[config.mk]
export PLATFORM = sky130hd
export DESIGN_NAME = uart_tx_gen2_flat
export DESIGN_NICKNAME = d
export VERILOG_FILES = /design/src/rtl/uart_tx_gen2_if.sv /design/src/rtl/uart_tx_gen2.sv /design/src/flat_wrapper.sv
export SDC_FILE = /design/constraint.sdc
export NUM_CORES = 1
export LEC_CHECK = 0
export CAP_MARGIN = 20
export CELL_PAD_IN_SITES_DETAIL_PLACEMENT = 1
export CELL_PAD_IN_SITES_GLOBAL_PLACEMENT = 2
export CORE_MARGIN = 5
export CORE_UTILIZATION = 44
export CTS_BUF_LIST = sky130_fd_sc_hd__clkbuf_4 sky130_fd_sc_hd__clkbuf_8
export DETAILED_ROUTE_END_ITERATION = 12
export GPL_TIMING_DRIVEN = 0
export PLACE_DENSITY = 0.82
export SYNTH_ARGS = -nofsm -noshare
export SYNTH_HDL_FRONTEND = slang
export SYNTH_SLANG_ARGS = --single-unit
[constraint.sdc]
create_clock -name clk -period 4.15 [get_ports clk]
set_input_delay 0.83 -clock clk [delete_from_list [all_inputs] [get_ports clk]]
set_output_delay 0.83 -clock clk [all_outputs]
set_load 0.05 [all_outputs]
[src/rtl/uart_tx_gen2_if.sv]
// -----------------------------------------------------------------------------
// uart_tx_gen2_if
// Write-side bundle between the register block (master) and the uart_tx_gen2
// TX FIFO (slave).
//   i_fifo_wr_en    master->slave  push i_fifo_wr_data into the TX FIFO
//   i_fifo_wr_data  master->slave  character, LSB transmitted first
//   i_fifo_clear    master->slave  flush the FIFO
//   o_fifo_full     slave->master  FIFO holds DEPTH entries
//   o_fifo_empty    slave->master  FIFO holds no entries
//   o_level         slave->master  FIFO occupancy
// -----------------------------------------------------------------------------
interface uart_tx_gen2_if #(
  parameter int DATA_W = 9,
  parameter int LVL_W  = 5
);
  logic              i_fifo_wr_en;
  logic [DATA_W-1:0] i_fifo_wr_data;
  logic              i_fifo_clear;
  logic              o_fifo_full;
  logic              o_fifo_empty;
  logic [LVL_W-1:0]  o_level;

  modport master (
    output i_fifo_wr_en, i_fifo_wr_data, i_fifo_clear,
    input  o_fifo_full, o_fifo_empty, o_level
  );

  modport slave (
    input  i_fifo_wr_en, i_fifo_wr_data, i_fifo_clear,
    output o_fifo_full, o_fifo_empty, o_level
  );
endinterface

[src/rtl/uart_tx_gen2.sv]
// -----------------------------------------------------------------------------
// uart_tx_gen2
// UART transmitter with integrated baud divider and TX FIFO. Characters of
// 5..MAX_DATA_BITS bits are sent LSB first with optional parity (even, odd,
// mark, space) and one or two stop bits. Break holds the line low between
// frames; releasing it inserts one high bit period before the next frame.
//
// Optional feature macro: UART_TX_CTS_EN
//   defined   : i_cts_n is synchronised (2 flops); frames start only while
//               the synchronised cts_n is low.
//   undefined : i_cts_n is ignored.
//
// Ports
//   clk, rst          clock, synchronous active-high reset
//   i_baud_div        bit period = i_baud_div+1 clk cycles
//   i_data_bits       data bits per char, clamped to [5, MAX_DATA_BITS]
//   i_use_parity      append parity bit
//   i_parity_mode     00 even, 01 odd, 10 mark, 11 space
//   i_stop_bits       0 = one stop bit, 1 = two
//   i_break           hold line low (never truncates a frame)
//   i_threshold       level threshold for o_threshold
//   fifo_if           FIFO write/clear/status bundle (slave side)
//   i_err_clr         clear o_overflow_error
//   i_cts_n           clear-to-send, active low
//   o_threshold       registered (level <= i_threshold)
//   o_overflow_error  sticky: write attempted while full
//   o_busy            FSM not idle
//   o_tx_done         one-cycle pulse in the last cycle of the last stop bit
//   o_uart_tx         registered serial line
// -----------------------------------------------------------------------------
module uart_tx_gen2 #(
  parameter int FIFO_DEPTH    = 16,
  parameter int MAX_DATA_BITS = 9,
  parameter int DIV_W         = 16,
  localparam int LVL_W        = $clog2(FIFO_DEPTH + 1)
) (
  input  logic               clk,
  input  logic               rst,
  input  logic [DIV_W-1:0]   i_baud_div,
  input  logic [3:0]         i_data_bits,
  input  logic               i_use_parity,
  input  logic [1:0]         i_parity_mode,
  input  logic               i_stop_bits,
  input  logic               i_break,
  input  logic [LVL_W-1:0]   i_threshold,
  uart_tx_gen2_if.slave      fifo_if,
  input  logic               i_err_clr,
  input  logic               i_cts_n,
  output logic               o_threshold,
  output logic               o_overflow_error,
  output logic               o_busy,
  output logic               o_tx_done,
  output logic               o_uart_tx
);

  localparam int AW = $clog2(FIFO_DEPTH);

  typedef enum logic [2:0] {
    S_IDLE, S_START, S_DATA, S_PARITY, S_STOP0, S_STOP1, S_BREAK, S_GAP
  } state_t;

  // ---------------------------------------------------------------------------
  // Clear-to-send gating
  // ---------------------------------------------------------------------------
  logic cts_ok;

`ifdef UART_TX_CTS_EN
  logic [1:0] cts_sync_q;

  // Resets to "not clear to send" so nothing leaves before the pin is seen.
  always_ff @(posedge clk) begin
    if (rst) cts_sync_q <= 2'b11;
    else     cts_sync_q <= {cts_sync_q[0], i_cts_n};
  end

  assign cts_ok = ~cts_sync_q[1];
`else
  logic unused_cts;
  assign unused_cts = i_cts_n;
  assign cts_ok     = 1'b1;
`endif

  // ---------------------------------------------------------------------------
  // TX FIFO
  // ---------------------------------------------------------------------------
  logic [MAX_DATA_BITS-1:0] mem [FIFO_DEPTH];
  logic [AW-1:0]            wr_ptr_q, rd_ptr_q;
  logic [LVL_W-1:0]         level_q;
  logic                     fifo_full, fifo_empty;
  logic                     pop, push, ovf_set;
  logic [MAX_DATA_BITS-1:0] rd_data;

  assign fifo_full  = (level_q == LVL_W'(FIFO_DEPTH));
  assign fifo_empty = (level_q == '0);
  assign rd_data    = mem[rd_ptr_q];

  // A write into a full FIFO is still accepted when a pop frees a slot in the
  // same cycle; clear discards any concurrent write without flagging overflow.
  assign push    = fifo_if.i_fifo_wr_en && !fifo_if.i_fifo_clear && (!fifo_full || pop);
  assign ovf_set = fifo_if.i_fifo_wr_en && !fifo_if.i_fifo_clear && fifo_full && !pop;

  // NOTE: storage array has no reset; only pointers and level need one, and
  // leaving it out lets the array map onto plain RAM cells.
  always_ff @(posedge clk) begin
    if (push) mem[wr_ptr_q] <= fifo_if.i_fifo_wr_data;
  end

  // NOTE: all sequential state uses non-blocking assignments so every flop
  // samples the pre-edge values regardless of statement order.
  always_ff @(posedge clk) begin
    if (rst || fifo_if.i_fifo_clear) begin
      wr_ptr_q <= '0;
      rd_ptr_q <= '0;
      level_q  <= '0;
    end else begin
      if (push) wr_ptr_q <= wr_ptr_q + AW'(1);
      if (pop)  rd_ptr_q <= rd_ptr_q + AW'(1);
      case ({push, pop})
        2'b10:   level_q <= level_q + LVL_W'(1);
        2'b01:   level_q <= level_q - LVL_W'(1);
        default: level_q <= level_q;
      endcase
    end
  end

  assign fifo_if.o_fifo_full  = fifo_full;
  assign fifo_if.o_fifo_empty = fifo_empty;
  assign fifo_if.o_level      = level_q;

  // ---------------------------------------------------------------------------
  // Frame configuration sampled at launch
  // ---------------------------------------------------------------------------
  logic [3:0]               n_launch;
  logic [MAX_DATA_BITS-1:0] data_masked;
  logic                     par_launch;

  always_comb begin
    n_launch = i_data_bits;
    if (i_data_bits < 4'd5)                  n_launch = 4'd5;
    if (i_data_bits > 4'(MAX_DATA_BITS))     n_launch = 4'(MAX_DATA_BITS);
  end

  // Bits above the configured width are zeroed so they affect neither the
  // shifted data nor the parity.
  always_comb begin
    data_masked = '0;
    for (int i = 0; i < MAX_DATA_BITS; i++)
      data_masked[i] = rd_data[i] && (4'(i) < n_launch);
  end

  always_comb begin
    case (i_parity_mode)
      2'b00:   par_launch = ^data_masked;
      2'b01:   par_launch = ~^data_masked;
      2'b10:   par_launch = 1'b1;
      default: par_launch = 1'b0;
    endcase
  end

  // ---------------------------------------------------------------------------
  // FSM
  // ---------------------------------------------------------------------------
  state_t                   state_q, state_d;
  logic [DIV_W-1:0]         cnt_q, div_q, reload;
  logic [MAX_DATA_BITS-1:0] sh_q, sh_d;
  logic [3:0]               bit_cnt_q, nbits_q;
  logic                     par_en_q, par_q, stop2_q;
  logic                     tick, can_launch, launch, gap_enter, done, tx_d;

  assign tick       = (cnt_q == '0);
  assign can_launch = !fifo_empty && !i_break && cts_ok;
  assign pop        = launch;

  // NOTE: every always_comb output gets a default first, so no path can
  // leave a value unassigned and infer a latch.
  always_comb begin
    state_d   = state_q;
    launch    = 1'b0;
    gap_enter = 1'b0;
    done      = 1'b0;
    case (state_q)
      S_IDLE: begin
        if (i_break) begin
          state_d = S_BREAK;
        end else if (can_launch) begin
          state_d = S_START;
          launch  = 1'b1;
        end
      end
      S_START:  if (tick) state_d = S_DATA;
      S_DATA: begin
        if (tick && (bit_cnt_q == nbits_q - 4'd1))
          state_d = par_en_q ? S_PARITY : S_STOP0;
      end
      S_PARITY: if (tick) state_d = S_STOP0;
      S_STOP0: begin
        if (tick) begin
          if (stop2_q) begin
            state_d = S_STOP1;
          end else begin
            done    = 1'b1;
            state_d = i_break ? S_BREAK : S_IDLE;
          end
        end
      end
      S_STOP1: begin
        if (tick) begin
          done    = 1'b1;
          state_d = i_break ? S_BREAK : S_IDLE;
        end
      end
      S_BREAK: begin
        if (!i_break) begin
          state_d   = S_GAP;
          gap_enter = 1'b1;
        end
      end
      S_GAP: begin
        // Launching straight out of the gap keeps the idle-high time at
        // exactly one bit period before a queued frame.
        if (tick) begin
          if (i_break) begin
            state_d = S_BREAK;
          end else if (can_launch) begin
            state_d = S_START;
            launch  = 1'b1;
          end else begin
            state_d = S_IDLE;
          end
        end
      end
      default: state_d = S_IDLE;
    endcase
  end

  // The divider restarts on every state change and on every tick, so each
  // bit lasts exactly div+1 cycles.
  assign reload = (launch || gap_enter) ? i_baud_div : div_q;

  // Line value is computed from the next state so o_uart_tx can be a flop
  // that changes on the same edge as the state.
  always_comb begin
    sh_d = sh_q;
    if (launch)                         sh_d = data_masked;
    else if (state_q == S_DATA && tick) sh_d = sh_q >> 1;
    case (state_d)
      S_START, S_BREAK: tx_d = 1'b0;
      S_DATA:           tx_d = sh_d[0];
      S_PARITY:         tx_d = par_q;
      default:          tx_d = 1'b1;
    endcase
  end

  always_ff @(posedge clk) begin
    if (rst) begin
      state_q   <= S_IDLE;
      cnt_q     <= '0;
      div_q     <= '0;
      sh_q      <= '0;
      bit_cnt_q <= '0;
      nbits_q   <= 4'd5;
      par_en_q  <= 1'b0;
      par_q     <= 1'b0;
      stop2_q   <= 1'b0;
      o_uart_tx <= 1'b1;
    end else begin
      state_q   <= state_d;
      sh_q      <= sh_d;
      o_uart_tx <= tx_d;

      if ((state_d != state_q) || tick) cnt_q <= reload;
      else                              cnt_q <= cnt_q - DIV_W'(1);

      if (launch || gap_enter) div_q <= i_baud_div;

      if (launch) begin
        bit_cnt_q <= '0;
        nbits_q   <= n_launch;
        par_en_q  <= i_use_parity;
        par_q     <= par_launch;
        stop2_q   <= i_stop_bits;
      end else if (state_q == S_DATA && tick) begin
        bit_cnt_q <= bit_cnt_q + 4'd1;
      end
    end
  end

  // ---------------------------------------------------------------------------
  // Status
  // ---------------------------------------------------------------------------
  always_ff @(posedge clk) begin
    if (rst) begin
      o_threshold      <= 1'b0;
      o_overflow_error <= 1'b0;
    end else begin
      o_threshold <= (level_q <= i_threshold);
      if (ovf_set)        o_overflow_error <= 1'b1;
      else if (i_err_clr) o_overflow_error <= 1'b0;
    end
  end

  assign o_busy    = (state_q != S_IDLE);
  assign o_tx_done = done;

endmodule

[src/flat_wrapper.sv]
// flat-port wrapper written by rule: the top's interface ports become plain ports
module uart_tx_gen2_flat 
#(
  parameter int FIFO_DEPTH    = 16,
  parameter int MAX_DATA_BITS = 9,
  parameter int DIV_W         = 16,
  localparam int LVL_W        = $clog2(FIFO_DEPTH + 1)
)
  (clk, rst, i_baud_div, i_data_bits, i_use_parity, i_parity_mode, i_stop_bits, i_break, i_threshold, i_err_clr, i_cts_n, o_threshold, o_overflow_error, o_busy, o_tx_done, o_uart_tx, fifo_if_i_fifo_wr_en, fifo_if_i_fifo_wr_data, fifo_if_i_fifo_clear, fifo_if_o_fifo_full, fifo_if_o_fifo_empty, fifo_if_o_level);
  uart_tx_gen2_if #(.DATA_W(MAX_DATA_BITS), .LVL_W((5))) fifo_if_i ();
  input  logic clk;
  input  logic rst;
  input  logic [DIV_W-1:0] i_baud_div;
  input  logic [3:0] i_data_bits;
  input  logic i_use_parity;
  input  logic [1:0] i_parity_mode;
  input  logic i_stop_bits;
  input  logic i_break;
  input  logic [LVL_W-1:0] i_threshold;
  input  logic i_err_clr;
  input  logic i_cts_n;
  output logic o_threshold;
  output logic o_overflow_error;
  output logic o_busy;
  output logic o_tx_done;
  output logic o_uart_tx;
  input wire logic [$bits(fifo_if_i.i_fifo_wr_en)-1:0] fifo_if_i_fifo_wr_en;
  input wire logic [$bits(fifo_if_i.i_fifo_wr_data)-1:0] fifo_if_i_fifo_wr_data;
  input wire logic [$bits(fifo_if_i.i_fifo_clear)-1:0] fifo_if_i_fifo_clear;
  output wire logic [$bits(fifo_if_i.o_fifo_full)-1:0] fifo_if_o_fifo_full;
  output wire logic [$bits(fifo_if_i.o_fifo_empty)-1:0] fifo_if_o_fifo_empty;
  output wire logic [$bits(fifo_if_i.o_level)-1:0] fifo_if_o_level;
  assign fifo_if_i.i_fifo_wr_en = fifo_if_i_fifo_wr_en;
  assign fifo_if_i.i_fifo_wr_data = fifo_if_i_fifo_wr_data;
  assign fifo_if_i.i_fifo_clear = fifo_if_i_fifo_clear;
  assign fifo_if_o_fifo_full = fifo_if_i.o_fifo_full;
  assign fifo_if_o_fifo_empty = fifo_if_i.o_fifo_empty;
  assign fifo_if_o_level = fifo_if_i.o_level;
  uart_tx_gen2 #(.FIFO_DEPTH(FIFO_DEPTH), .MAX_DATA_BITS(MAX_DATA_BITS), .DIV_W(DIV_W)) u_core (.clk(clk), .rst(rst), .i_baud_div(i_baud_div), .i_data_bits(i_data_bits), .i_use_parity(i_use_parity), .i_parity_mode(i_parity_mode), .i_stop_bits(i_stop_bits), .i_break(i_break), .i_threshold(i_threshold), .fifo_if(fifo_if_i), .i_err_clr(i_err_clr), .i_cts_n(i_cts_n), .o_threshold(o_threshold), .o_overflow_error(o_overflow_error), .o_busy(o_busy), .o_tx_done(o_tx_done), .o_uart_tx(o_uart_tx));
endmodule
Word level (Yosys, flattened, before mapping)
Memories as Yosys holds them, arrays and structs flattened. A register that Yosys moved wholly into a read port is not among the register bits.
Cells that the tools add are included.
Word-level totals
  memories kept: 1
  register bits: 71
  logic and storage cells: 131
  bits in writable memories: 144
  output and inout port bits: 12
  bits of input ports: 45
Memory list
  u_core.mem: words 16, bits a word 9, read ports 1, clocked after memory_dff 1, write ports 1, RTL line uart_tx_gen2.sv:86  | logic [MAX_DATA_BITS-1:0] mem [FIFO_DEPTH];
Cells by class
  equality and inequality tests: 18
  reduce and logical (&&, ||, !) cells: 37
  add/sub/neg operators: 7
  muxes and demuxes: 40
  magnitude comparators: 12
Operators by type and width (number)
  3-bit two-way mux: 13
  16-bit two-way mux: 2
  3-bit one-hot mux with 8 select lines: 1
  9-bit two-way mux: 2
  1-bit logical AND: 16
  16-bit zero test: 1
  3-bit by 4-bit < comparator with 1-bit output (first input constant): 4
  4-bit two-way mux: 4
  16-bit by 1-bit subtractor with 16-bit output (second input constant): 1
  3-bit equality test (second input constant): 5
  1-bit two-way mux: 13
  4-bit by 1-bit adder with 4-bit output (second input constant): 3
  3-bit by 2-bit equality test with 1-bit output (second input constant): 4
  5-bit one-hot mux with 2 select lines: 1
  9-bit XNOR reduction: 1
  9-bit XOR reduction: 1
  1-bit by 4-bit < comparator with 1-bit output (first input constant): 2
  2-bit by 4-bit < comparator with 1-bit output (first input constant): 2
  3-bit by 1-bit equality test with 1-bit output (second input constant): 2
  1-bit one-hot mux with 3 select lines: 2
  2-bit nonzero test: 3
  5-bit by 1-bit adder with 5-bit output (second input constant): 1
  5-bit equality test (second input constant): 1
  5-bit <= comparator: 1
  other kinds (17): 28

Depth between registers and ports, before layout
Gate-level depths: netlist (run 1).
  word-level depth: 11
  gate-level depth with buffers: 13
  gate-level depth less buffers: 12

Worst setup path before layout (run 1)
OpenSTA, ideal clock, no wires.
  path type: register to register
  from: register u_core.level_q[1], in the netlist u_core.fifo_if.o_level[1]
  to: memory u_core.mem[3][0], enable pin
  required time: 3.763 ns
  cell stages (with the launch flop): 8
  arrival: 3.083 ns
  buffers on the path: 1
  period minus slack after synthesis: 3.469 ns
  setup slack: 0.681 ns
  cells stage by stage: dfxtp_1 or4_1 o21ai_0 or4_1 buf_4 a311oi_2 nand2_1 nor3_1
Between the ends
  cells in the longest elaborated chain, start to end: 11
RTL lines
  start: declaration: RTL line uart_tx_gen2.sv:88  | logic [LVL_W-1:0] level_q;
  start signal: assignment: RTL line uart_tx_gen2.sv:119  | 2'b10: level_q <= level_q + LVL_W'(1);
  start signal: assignment: RTL line uart_tx_gen2.sv:120  | 2'b01: level_q <= level_q - LVL_W'(1);
  start signal: assignment: RTL line uart_tx_gen2.sv:121  | default: level_q <= level_q;
  5-bit zero test: RTL line uart_tx_gen2.sv:94  | assign fifo_empty = (level_q == '0);
  1-bit zero test: RTL line uart_tx_gen2.sv:171  | assign can_launch = !fifo_empty && !i_break && cts_ok;
  1-bit logical AND: RTL line uart_tx_gen2.sv:171
  1-bit two-way mux: RTL line uart_tx_gen2.sv:185, uart_tx_gen2.sv:224
  1-bit two-way mux: RTL line uart_tx_gen2.sv:222  | if (i_break) begin
  1-bit two-way mux: RTL line uart_tx_gen2.sv:221  | if (tick) begin
  1-bit one-hot mux with 2 select lines: RTL line uart_tx_gen2.sv:181  | case (state_q)
  1-bit logical OR (*): RTL line uart_tx_gen2.sv:99  | assign push = fifo_if.i_fifo_wr_en && !fifo_if.i_fifo_clear && (!fifo_full || pop);
  1-bit logical AND (*): RTL line uart_tx_gen2.sv:99
  1-bit two-way mux (*): RTL line uart_tx_gen2.sv:105  | if (push) mem[wr_ptr_q] <= fifo_if.i_fifo_wr_data;
  1-bit two-way mux (not written as such) (*): RTL line uart_tx_gen2.sv:105
  end: declaration: RTL line uart_tx_gen2.sv:86
Mark *: on every way between the ends. The rest lies on a longest branch, timed or not.

Worst setup path after layout (run 1)
  from: input port i_break
  to: memory u_core.mem[7][2], enable pin
Between the ends
  cells in the longest elaborated chain, start to end: 10
RTL lines
  start: declaration: RTL line flat_wrapper.sv:18  | input logic i_break;
  1-bit zero test: RTL line uart_tx_gen2.sv:171
  1-bit logical AND: RTL line uart_tx_gen2.sv:171
  1-bit two-way mux: RTL line uart_tx_gen2.sv:185, uart_tx_gen2.sv:224
  1-bit two-way mux (*): RTL line uart_tx_gen2.sv:222
  1-bit two-way mux: RTL line uart_tx_gen2.sv:221
  1-bit one-hot mux with 2 select lines (*): RTL line uart_tx_gen2.sv:181
  1-bit logical OR (*): RTL line uart_tx_gen2.sv:99
  1-bit logical AND (*): RTL line uart_tx_gen2.sv:99
  1-bit two-way mux (*): RTL line uart_tx_gen2.sv:105
  1-bit two-way mux (not written as such) (*): RTL line uart_tx_gen2.sv:105
Marks and branches as above.

==> qor.yml, run 1 <==
post_drt_wl_per_cell_um: 21.3
p_int_mw: 4.30
fin_crit_sh_pct: 93.3
cts_resized: 0
maxSlewHeadroom_pct: 50.4
yosys.area.top_type: "edfxtp_1"
cp-end-kind: "flop"
finalSetupViolCount: 0
grt_pass1_vias: 6351
clockPowerShare_pct: 33.5
period_needed_ps: 3870
whs_ps: 465
rsz0062_at_grt: "no"
synth_top_area_share_pct: 45.3
layout_setup_ws_ps: 276
pwr-share-seq_pct: 41.7
peakVddDrop_v: 0.000354
synthCells: 674
portBuffers: 55
gp_congestion: 0.796
nets: 849
switching_share_pct: 29.2
grt_max_degree: 17
die_h_um: 157
critPathKind: "input port to flop"
cts.sinks: 219
p_leak_nw: 4.05
cts-root-buf: "clkbuf_8"
finalHoldViolCount: 0
grt_pass1_wl_um: 35800
grt_use_total_pct: 18.9
cp.required_ps: 4390
vias_per_cell: 5.42
route.detailed.drc: 0
drive_above_1_share_pct: 18.4
status: "finished, final reports clean"
max_freq_ghz: 0.258
cts_tree: "built"
diodes: 0
die-area_sq_um: 24800
pin_count: 57
wl_um: 23200
coreArea_sq_um: 21600
drtIter0Drc: 421
num_rows: 54
ys_seq_area_share_pct: 61.0
die_w_um: 157
ys_ff_latch: 219
fin_skew_ps: 12.7
initial_utilization_pct: 44.2
cp_max_fo: 8
hold_path_class: "flop to flop"
powerDensity_nw_per_um2: 531
yosys_warnings: 0
vias: 5911
cp.arrival_ps: 4120
netlist_top_cells_area: "edfxtp_1 (45%), dfxtp_1 (16%), mux4_1 (5.2%), mux4_2 (5.0%), nor2_1 (3.0%)"
synthToLayoutAreaGrowth_pct: 19.7
clk_pin_slew_worst_paths_ps: 60
syn_nets: 737
async_flop_share_pct: 0
grt_overflow_total: 0
synth-edff-count: 144
synth_cell_type_count: 60
clock_path_buffers: 3
antenna_left: 0
cts_setup_buffers: 0
drv_cap: 0
antenna_found_initial: 0
cts_max_level: 2
r2r_cells: 8
whs_path_depth: 2
fill_cells: 2167
synth-main-ff-cell: "edfxtp_1"
combinationalPowerShare_pct: 24.8
insertion_delay_ps: 530
dpl.hpwl_um: 16000
startpoint_type: "input port"
power_switching_mw: 1.78
dr.pass1.iters: 4
worst_pin_slew_ps: 744
cts_made_buffers: 39
syn-cell-area_sq_um: 9550
pre_cts_slack_ps: -530
slew_violations: 0
hold_buffers: 0
syn_avg_cell_area_sq_um: 14.2
[layout by cell type, fill, tap and decap left out, types with 4 or more instances in the layout]
cell and count:
a21oi_1 28, mux4_2 21, o21ai_0 13, clkinv_1 4
or2_2 4, and3_1 4, clkbuf_8 45, buf_4 5
mux2_2 6, inv_1 20, buf_2 4, mux2i_1 21
clkbuf_4 12, o31a_1 4, clkdlybuf4s50_1 55, and2_1 4
mux4_1 19, nand4_1 5, a22oi_1 13, nor2_1 77
nand2_1 41, nand2b_1 4, or4_1 7, nor3_2 4
xor2_1 12, buf_1 5, a31oi_1 5, xnor2_1 18
buf_6 23, mux2_4 10, clkbuf_1 10, edfxtp_1 144
dfxtp_1 75, nor3_1 14, ha_1 17
[critical path, cell delays in order]
cell             delay, ps
clkdlybuf4s50_1        510
inv_1                  180
o21ai_0                140
or4_1                  550
buf_4                  180
a311oi_2               590
nand2_1                290
nor2_1                 600
buf_6                  230
[layer usage]
metal	global-route usage (%)	routed length (um)	vias up
met5	0	0	-
met4	5.37	379	0
met3	4.56	1250	37
met2	32.9	11700	145
met1	23.6	9840	2954
li1	-	-	2775
[stage by stage]
stage | area [sq um] | cells | utilization [%] | TNS, ps | power (mW)
4_1_cts | 11400 | 1085 | 52.6 | 0 | 6.14
6_report | 11400 | 1091 | 52.9 | 0 | 6.07
3_3_place_gp | 10500 | 1009 | 48.4 | -71270 | 4.03
2_1_floorplan | 9550 | 674 | - | 0 | 3.71
5_1_grt | 11400 | 1091 | 52.9 | 0 | 6.39
3_5_place_dp | 10600 | 1019 | 49.0 | -32400 | 4.08
[registers in the layout, indices dropped and copies added (netlist names), 3 cells and up, named ones only]
register / count
u_core.rd_ptr_q: 4
u_core.div_q: 16
u_core.nbits_q: 4
u_core.bit_cnt_q: 4
u_core.fifo_if.o_level: 5
u_core.wr_ptr_q: 4
u_core.sh_q: 9
u_core.cnt_q: 16
u_core.state_q: 3
u_core.mem: 144
[worst paths after layout]
path	startpoint	to	slack [ps]
min reg2reg	u_core.sh_q[2]	u_core.sh_q[2]	460
max reg2reg	u_core.cnt_q[6]	u_core.mem[7][2]	340
max	i_break	u_core.mem[7][2]	280
min	u_core.sh_q[2]	u_core.sh_q[2]	460
[logic make-up (layout without fill, tap and decap cells)]
logic type | count (synthesis) | after routing | share of synthesized area [%]
AOI/OAI and AO/OA | 87 | 87 | 5.96
xor gates and xnor gates | 33 | 33 | 3.48
adders and majority gates | 18 | 18 | 2.44
buffers and inverters | 54 | 191 | 3.30
DFF | 219 | 219 | 61.0
muxes | 77 | 77 | 14.7
and+or+nand+nor | 186 | 186 | 9.19
[final cells by class]
cell class / instances / area [sq um] / area share [%]
inverters: 21 / 78.8 / 0.689
flip-flops and latches: 219 / 5830 / 50.9
clock buffers: 57 / 709 / 6.20
clock inverters: 9 / 78.8 / 0.689
repair buffers: 71 / 727 / 6.35
plain buffers: 33 / 236 / 2.07
well taps: 280 / 350 / 3.06
multi-input cells: 401 / 3430 / 30.0
[cell usage after synthesis, types with 5 or more instances]
master / n
edfxtp_1: 144
nor2_1: 77
dfxtp_1: 75
nand2_1: 41
a21oi_1: 28
mux2i_1: 21
mux4_2: 21
inv_1: 20
mux4_1: 19
nor3_1: 18
xnor2_1: 18
ha_1: 17
a22oi_1: 13
o21ai_0: 13
xor2_1: 12
clkbuf_1: 10
mux2_4: 10
buf_6: 8
or4_1: 7
mux2_2: 6
a31oi_1: 5
buf_1: 5
nand4_1: 5
[power groups by stage]
stage | clock [mW] | combinational [mW] | sequential (mW)
floorplan | 0 | 1.13 | 2.57
global placement | 0 | 1.46 | 2.57
detailed placement | 0 | 1.51 | 2.58
CTS | 2.08 | 1.52 | 2.53
global route | 2.20 | 1.65 | 2.54
finish | 2.03 | 1.50 | 2.53
Note: power is estimated with default switching activity, not from simulation.
==> inputs of run 2 (changes only) <==
Settings changed: PLACE_DENSITY 0.82 to unset, PLACE_DENSITY_LB_ADDON set to 0.1.
==> run 2 against run 1 <==
- global-route usage up 0.51 points
- sequential cell count unchanged
- cell count about the same
- sequential power about the same
- clock-buffer cell count down 4
- maximum frequency about the same
- die area unchanged
- register-to-register slack better by 60 ps
- critical path depth down 1
- worst hold slack worse by 9.0 ps
- setup slack better by 0.98 ps
- largest cell class unchanged
- largest power group unchanged
==> qor.yml, run 2 (synthesis results as in run 1) <==
coreArea_sq_um: 21600  # unchanged
cts_setup_buffers: 0  # unchanged
grt_overflow_total: 0  # unchanged
antenna_found_initial: 0  # unchanged
hold_buffers: 0  # unchanged
gp_congestion: 0.850  # was 0.796
fin_cells: 1090  # was 1,091
grt_pass1_vias: 6515  # was 6,351
dr.pass1.iters: 4  # unchanged
cts.sinks: 219  # unchanged
final_cell_mix: "edfxtp_1 (144), dfxtp_1 (75), nor2_1 (74), clkdlybuf4s50_1 (55), nand2_1 (41)"  # was edfxtp_1 (144), nor2_1 (77), dfxtp_1 (75), clkdlybuf4s50_1 (55), clkbuf_8 (45)
rsz0062_at_grt: "no"  # unchanged
clock_path_buffers: 3  # unchanged
grt_pass1_wl_um: 36600  # was 35,800 um
initial_utilization_pct: 44.2  # unchanged
portBuffers: 55  # unchanged
final_common_cell: "edfxtp_1"  # unchanged
post_drt_wl_per_cell_um: 21.4  # was 21.3 um
antenna_left: 0  # unchanged
die_h_um: 157  # unchanged
grt_use_total_pct: 19.4  # was 18.9%
cp.required_ps: 4300  # was 4390 ps
critPathKind: "input port to flop"  # unchanged
regMostFlops: "u_core.mem"  # unchanged
max_freq_ghz: 0.258  # about the same
finalHoldViolCount: 0  # unchanged
cts-root-buf: "clkbuf_8"  # unchanged
drv_cap: 0  # unchanged
maxSlewHeadroom_pct: 53.3  # was 50.4%
vias: 5947  # was 5,911
nets: 845  # was 849
diodes: 0  # unchanged
peakVddDrop_v: 0.000362  # was 0.000354 V
die-area_sq_um: 24800  # unchanged
cp-end-kind: "flop"  # unchanged
die_w_um: 157  # unchanged
dp_cells: 1021  # was 1,019
cp_max_fo: 9  # was 8
status: "finished, final reports clean"  # unchanged
reg_top3: "u_core.mem x144, u_core.cnt_q x16, u_core.div_q x16"  # unchanged
insertion_delay_ps: 530  # about the same
cts_tree: "built"  # unchanged
whs_ps: 456  # was 465 ps
tns_ps: 0  # unchanged
route.detailed.drc: 0  # unchanged
dpl.hpwl_um: 16500  # was 16,000 um
worst_pin_slew_ps: 700  # was 744 ps
fin_skew_ps: 17.6  # was 12.7 ps
slowest_delay_ps: 640  # was 600 ps
cts_max_level: 2  # unchanged
powerDensity_nw_per_um2: 529  # was 531 nW/um^2
num_rows: 54  # unchanged
fill_cells: 2142  # was 2,167
finalSetupViolCount: 0  # unchanged
p_leak_nw: 4.02  # was 4.05 nW
drive_above_1_share_pct: 18.1  # was 18.4%
period_needed_ps: 3870  # about the same
path_buf_inv: 3  # was 4
fin_crit_sh_pct: 93.3  # about the same
cp_slowest_cell: "nor2_2"  # was nor2_1
cts_resized: 2  # was 0
largest_register_ffs: 144  # unchanged
synthToLayoutAreaGrowth_pct: 18.9  # was 19.7%
cts_made_buffers: 38  # was 39
startpoint_type: "input port"  # unchanged
crit_family: "simple AND/OR/NAND/NOR gates"  # unchanged
vias_per_cell: 5.46  # was 5.42
slew_violations: 0  # unchanged
fin_util_pct: 52.6  # was 52.9%
drtIter0Drc: 253  # was 421
pin_count: 57  # unchanged
crit_chain: "clkdlybuf4s50_1, inv_1, o21ai_0, or4_1, buf_4, a311oi_2, nand2_1, nor2_2"  # was clkdlybuf4s50_1, inv_1, o21ai_0, or4_1, buf_4, a311oi_2, nand2_1, nor2_1, buf_6
wl_um: 23300  # was 23,200 um
cp.arrival_ps: 4030  # was 4120 ps
hold_path_class: "flop to flop"  # unchanged
clk_pin_slew_worst_paths_ps: 60  # about the same
grt_max_degree: 17  # unchanged
run 2: changes by cell type in the layout (fill, tap and decap cells not counted), sizes merged:
cell	previous run	this run
clkinvlp	2	0
buf	39	36
clkbuf	67	63
clkinv	5	13
run 2: final cells by class:
type	instances	area, sq um	share of cell area [%]
Buffer	33	236	2.08
Clock buffer	53	648	5.70
Clock inverter	15	101	0.892
Inverter	21	78.8	0.694
Multi-Input combinational cell	401	3440	30.3
Sequential cell	219	5830	51.3
Tap cell	280	350	3.08
Timing Repair Buffer	68	682	6.00
run 2: tightest hold or removal path, cell delays in order, from the launching register on:
cell and delay, ps:
dfxtp_1 310, nand2_1 50, a21oi_1 50
run 2: final timing paths:
path | slack (ps) | to | from | cells past startpoint
max reg2reg | 400 | u_core.mem[11][6] | u_core.cnt_q[6] | 7
max | 280 | u_core.mem[11][6] | i_break | 8
min | 460 | u_core.sh_q[1] | u_core.sh_q[1] | 2
min reg2reg | 460 | u_core.sh_q[1] | u_core.sh_q[1] | 2
run 2: where the power goes:
part	switching (mW)	internal (mW)
clock	0.882	1.08
combinational	0.822	0.698
sequential	0.0966	2.44
run 2: routing by layer:
metal / global-route usage [%] / routed length, um / up-vias
met1: 24.9 / 10200 / 3031
met2: 33.7 / 11700 / 114
li1: - / - / 2771
met4: 5.12 / 435 / 0
met5: 0 / 0 / -
met3: 4.07 / 966 / 31
run 2: per-stage QoR:
| step | area [sq um] | setup slack, ps | total power, mW |
|---|---|---|---|
| after floorplan | 9550 | 681 | 3.71 |
| after global placement | 10500 | -929 | 4.06 |
| after detailed placement | 10600 | -632 | 4.11 |
| after CTS | 11400 | 41.3 | 6.09 |
| after global routing | 11400 | 110 | 6.36 |
| final | 11400 | 277 | 6.02 |
==> inputs of run 3 (changes only) <==
Settings changed: CORE_ASPECT_RATIO set to 2.
==> run 3 against run 2 <==
- sequential share of layout area rose by 0.50 points
- worst hold slack got worse by 3.2 ps
- clock power is 9.7% lower
- sequential cell count stayed put
- die area rose by 0.72%
- maximum frequency up 2.3%
- critical path type is now flop to output pin
- clock skew is essentially flat
- setup slack better by 86 ps
- first-iteration DRC count grew 13%
- critical endpoint is now o_tx_done
==> qor.yml, run 3 (synthesis results as in run 1) <==
status: "finished, final reports clean"  # unchanged
dpl.hpwl_um: 17400  # was 16,500 um
powerDensity_nw_per_um2: 518  # was 529 nW/um^2
clock_path_buffers: 3  # unchanged
grt_overflow_total: 0  # unchanged
fin_util_pct: 52.4  # was 52.6%
dr.pass1.iters: 7  # was 4
cp-startpoint: "u_core.cnt_q[10]"  # was i_break
cp.arrival_ps: 2960  # was 4030 ps
fin_crit_sh_pct: 91.3  # was 93.3%
cts.sinks: 219  # unchanged
largest_register_ffs: 144  # unchanged
drive_above_1_share_pct: 16.9  # was 18.1%
antenna_found_initial: 0  # unchanged
regArea_sq_um: 5830  # unchanged
drv_cap: 0  # unchanged
regMostFlops: "u_core.mem"  # unchanged
rr_endpoint: "u_core.mem[8][8]"  # was u_core.mem[11][6]
fill_cells: 2142  # unchanged
r2r_cells: 8  # was 7
route.detailed.drc: 0  # unchanged
antenna_left: 0  # unchanged
cp-end-kind: "output pin"  # was flop
cts_made_buffers: 31  # was 38
final_common_cell: "edfxtp_1"  # unchanged
rsz0062_at_grt: "no"  # unchanged
cp.required_ps: 3320  # was 4300 ps
final_cell_mix: "edfxtp_1 (144), nor2_1 (76), dfxtp_1 (75), clkdlybuf4s50_1 (55), nand2_1 (41)"  # was edfxtp_1 (144), dfxtp_1 (75), nor2_1 (74), clkdlybuf4s50_1 (55), nand2_1 (41)
grt_pass1_vias: 6495  # was 6,515
maxSlewHeadroom_pct: 55.3  # was 53.3%
clk_pin_slew_worst_paths_ps: 70  # was 60 ps
die-area_sq_um: 24900  # was 24,800 sq um
period_needed_ps: 3790  # was 3870 ps
pin_count: 57  # unchanged
cts_max_level: 1  # was 2
grt_pass1_wl_um: 37000  # was 36,600 um
cts_setup_buffers: 0  # unchanged
insertion_delay_ps: 590  # was 530 ps
cts_tree: "built"  # unchanged
r2r_slack_ps: 370  # was 400 ps
die_w_um: 114  # was 157 um
slew_violations: 0  # unchanged
coreArea_sq_um: 21500  # was 21,600 sq um
initial_utilization_pct: 44.5  # was 44.2%
vias: 5854  # was 5,947
finalSetupViolCount: 0  # unchanged
gp_congestion: 0.846  # was 0.850
drtIter0Drc: 287  # was 253
min_from: "u_core.sh_q[1]"  # unchanged
worst_pin_slew_ps: 669  # was 700 ps
cts-root-buf: "clkbuf_8"  # unchanged
portBuffers: 55  # unchanged
num_rows: 76  # was 54
die_h_um: 218  # was 157 um
peakVddDrop_v: 0.000294  # was 0.000362 V
reg_top3: "u_core.mem x144, u_core.cnt_q x16, u_core.div_q x16"  # unchanged
p_total_mw: 5.83  # was 6.02 mW
nets: 840  # was 845
critPathCapture: "o_tx_done"  # was u_core.mem[11][6]
grt_use_total_pct: 19.5  # was 19.4%
max_freq_ghz: 0.264  # was 0.258 GHz
synthToLayoutAreaGrowth_pct: 17.8  # was 18.9%
vias_per_cell: 5.46  # about the same
multi_input_area_sq_um: 3440  # about the same
finalHoldViolCount: 0  # unchanged
post_drt_wl_per_cell_um: 22.2  # was 21.4 um
cp_max_fo: 5  # was 9
fin_skew_ps: 17.6  # about the same
diodes: 0  # unchanged
grt_max_degree: 17  # unchanged
p_leak_nw: 3.96  # was 4.02 nW
wl_um: 23800  # was 23,300 um
startpoint_type: "flop"  # was input port
critPathKind: "flop to output pin"  # was input port to flop
hold_path_class: "flop to flop"  # unchanged
rr_startpoint: "u_core.cnt_q[10]"  # was u_core.cnt_q[6]
-- run 3: worst min-delay path by stage --
stage,end,cells past startpoint
global placement,u_core.sh_q[1],2
detailed placement,u_core.sh_q[1],2
CTS,u_core.sh_q[1],2
global route,u_core.sh_q[5],2
floorplan,u_core.sh_q[1],2
finish,u_core.sh_q[1],2
-- run 3: worst max-delay path, cell delays in order (launching register included) --
cell,delay [ps]
dfxtp_1,360
nor4_2,410
and4_1,420
nand2_1,130
nor3_1,210
clkdlybuf4s50_1,830
-- run 3: final cells by class --
| cell class | count | area share (%) |
|---|---|---|
| multi-input combinational | 401 | 30.5 |
| sequential | 219 | 51.8 |
| inverter | 21 | 0.700 |
| tap | 273 | 3.04 |
| clock inverter | 15 | 1.29 |
| timing repair buffer | 70 | 6.19 |
| clock buffer | 40 | 4.39 |
| buffer | 33 | 2.10 |
-- run 3: per-stage QoR --
step                setup slack, ps  hold WS [ps]  instances  TNS, ps  cell area [sq um]
floorplan                       681           432        674        0               9550
global placement               -942           441       1002   -71290              10400
detailed placement             -453           445       1015   -12080              10600
CTS                            70.9           454       1070        0              11200
global route                    137           474       1072        0              11300
finish                          363           453       1072        0              11300
-- run 3: timing repair --
action	CTS	global route
hold buffers	0	0
resized for setup	0	1
setup endpoints to repair	0	9
-- run 3: power breakdown --
group	switching [mW]	internal, mW	leakage (nW)
clock	0.806	0.962	0.336
sequential	0.0966	2.44	1.91
combinational	0.830	0.698	1.72
total	1.73	4.10	3.96
-- run 3: layer usage --
layer	track usage [%]	share of wire, %	up-vias
met5	0	0	-
met4	6.74	2.7	0
met3	2.05	2.6	46
met2	38.9	59	100
met1	20.5	36	2957
li1	-	-	2751
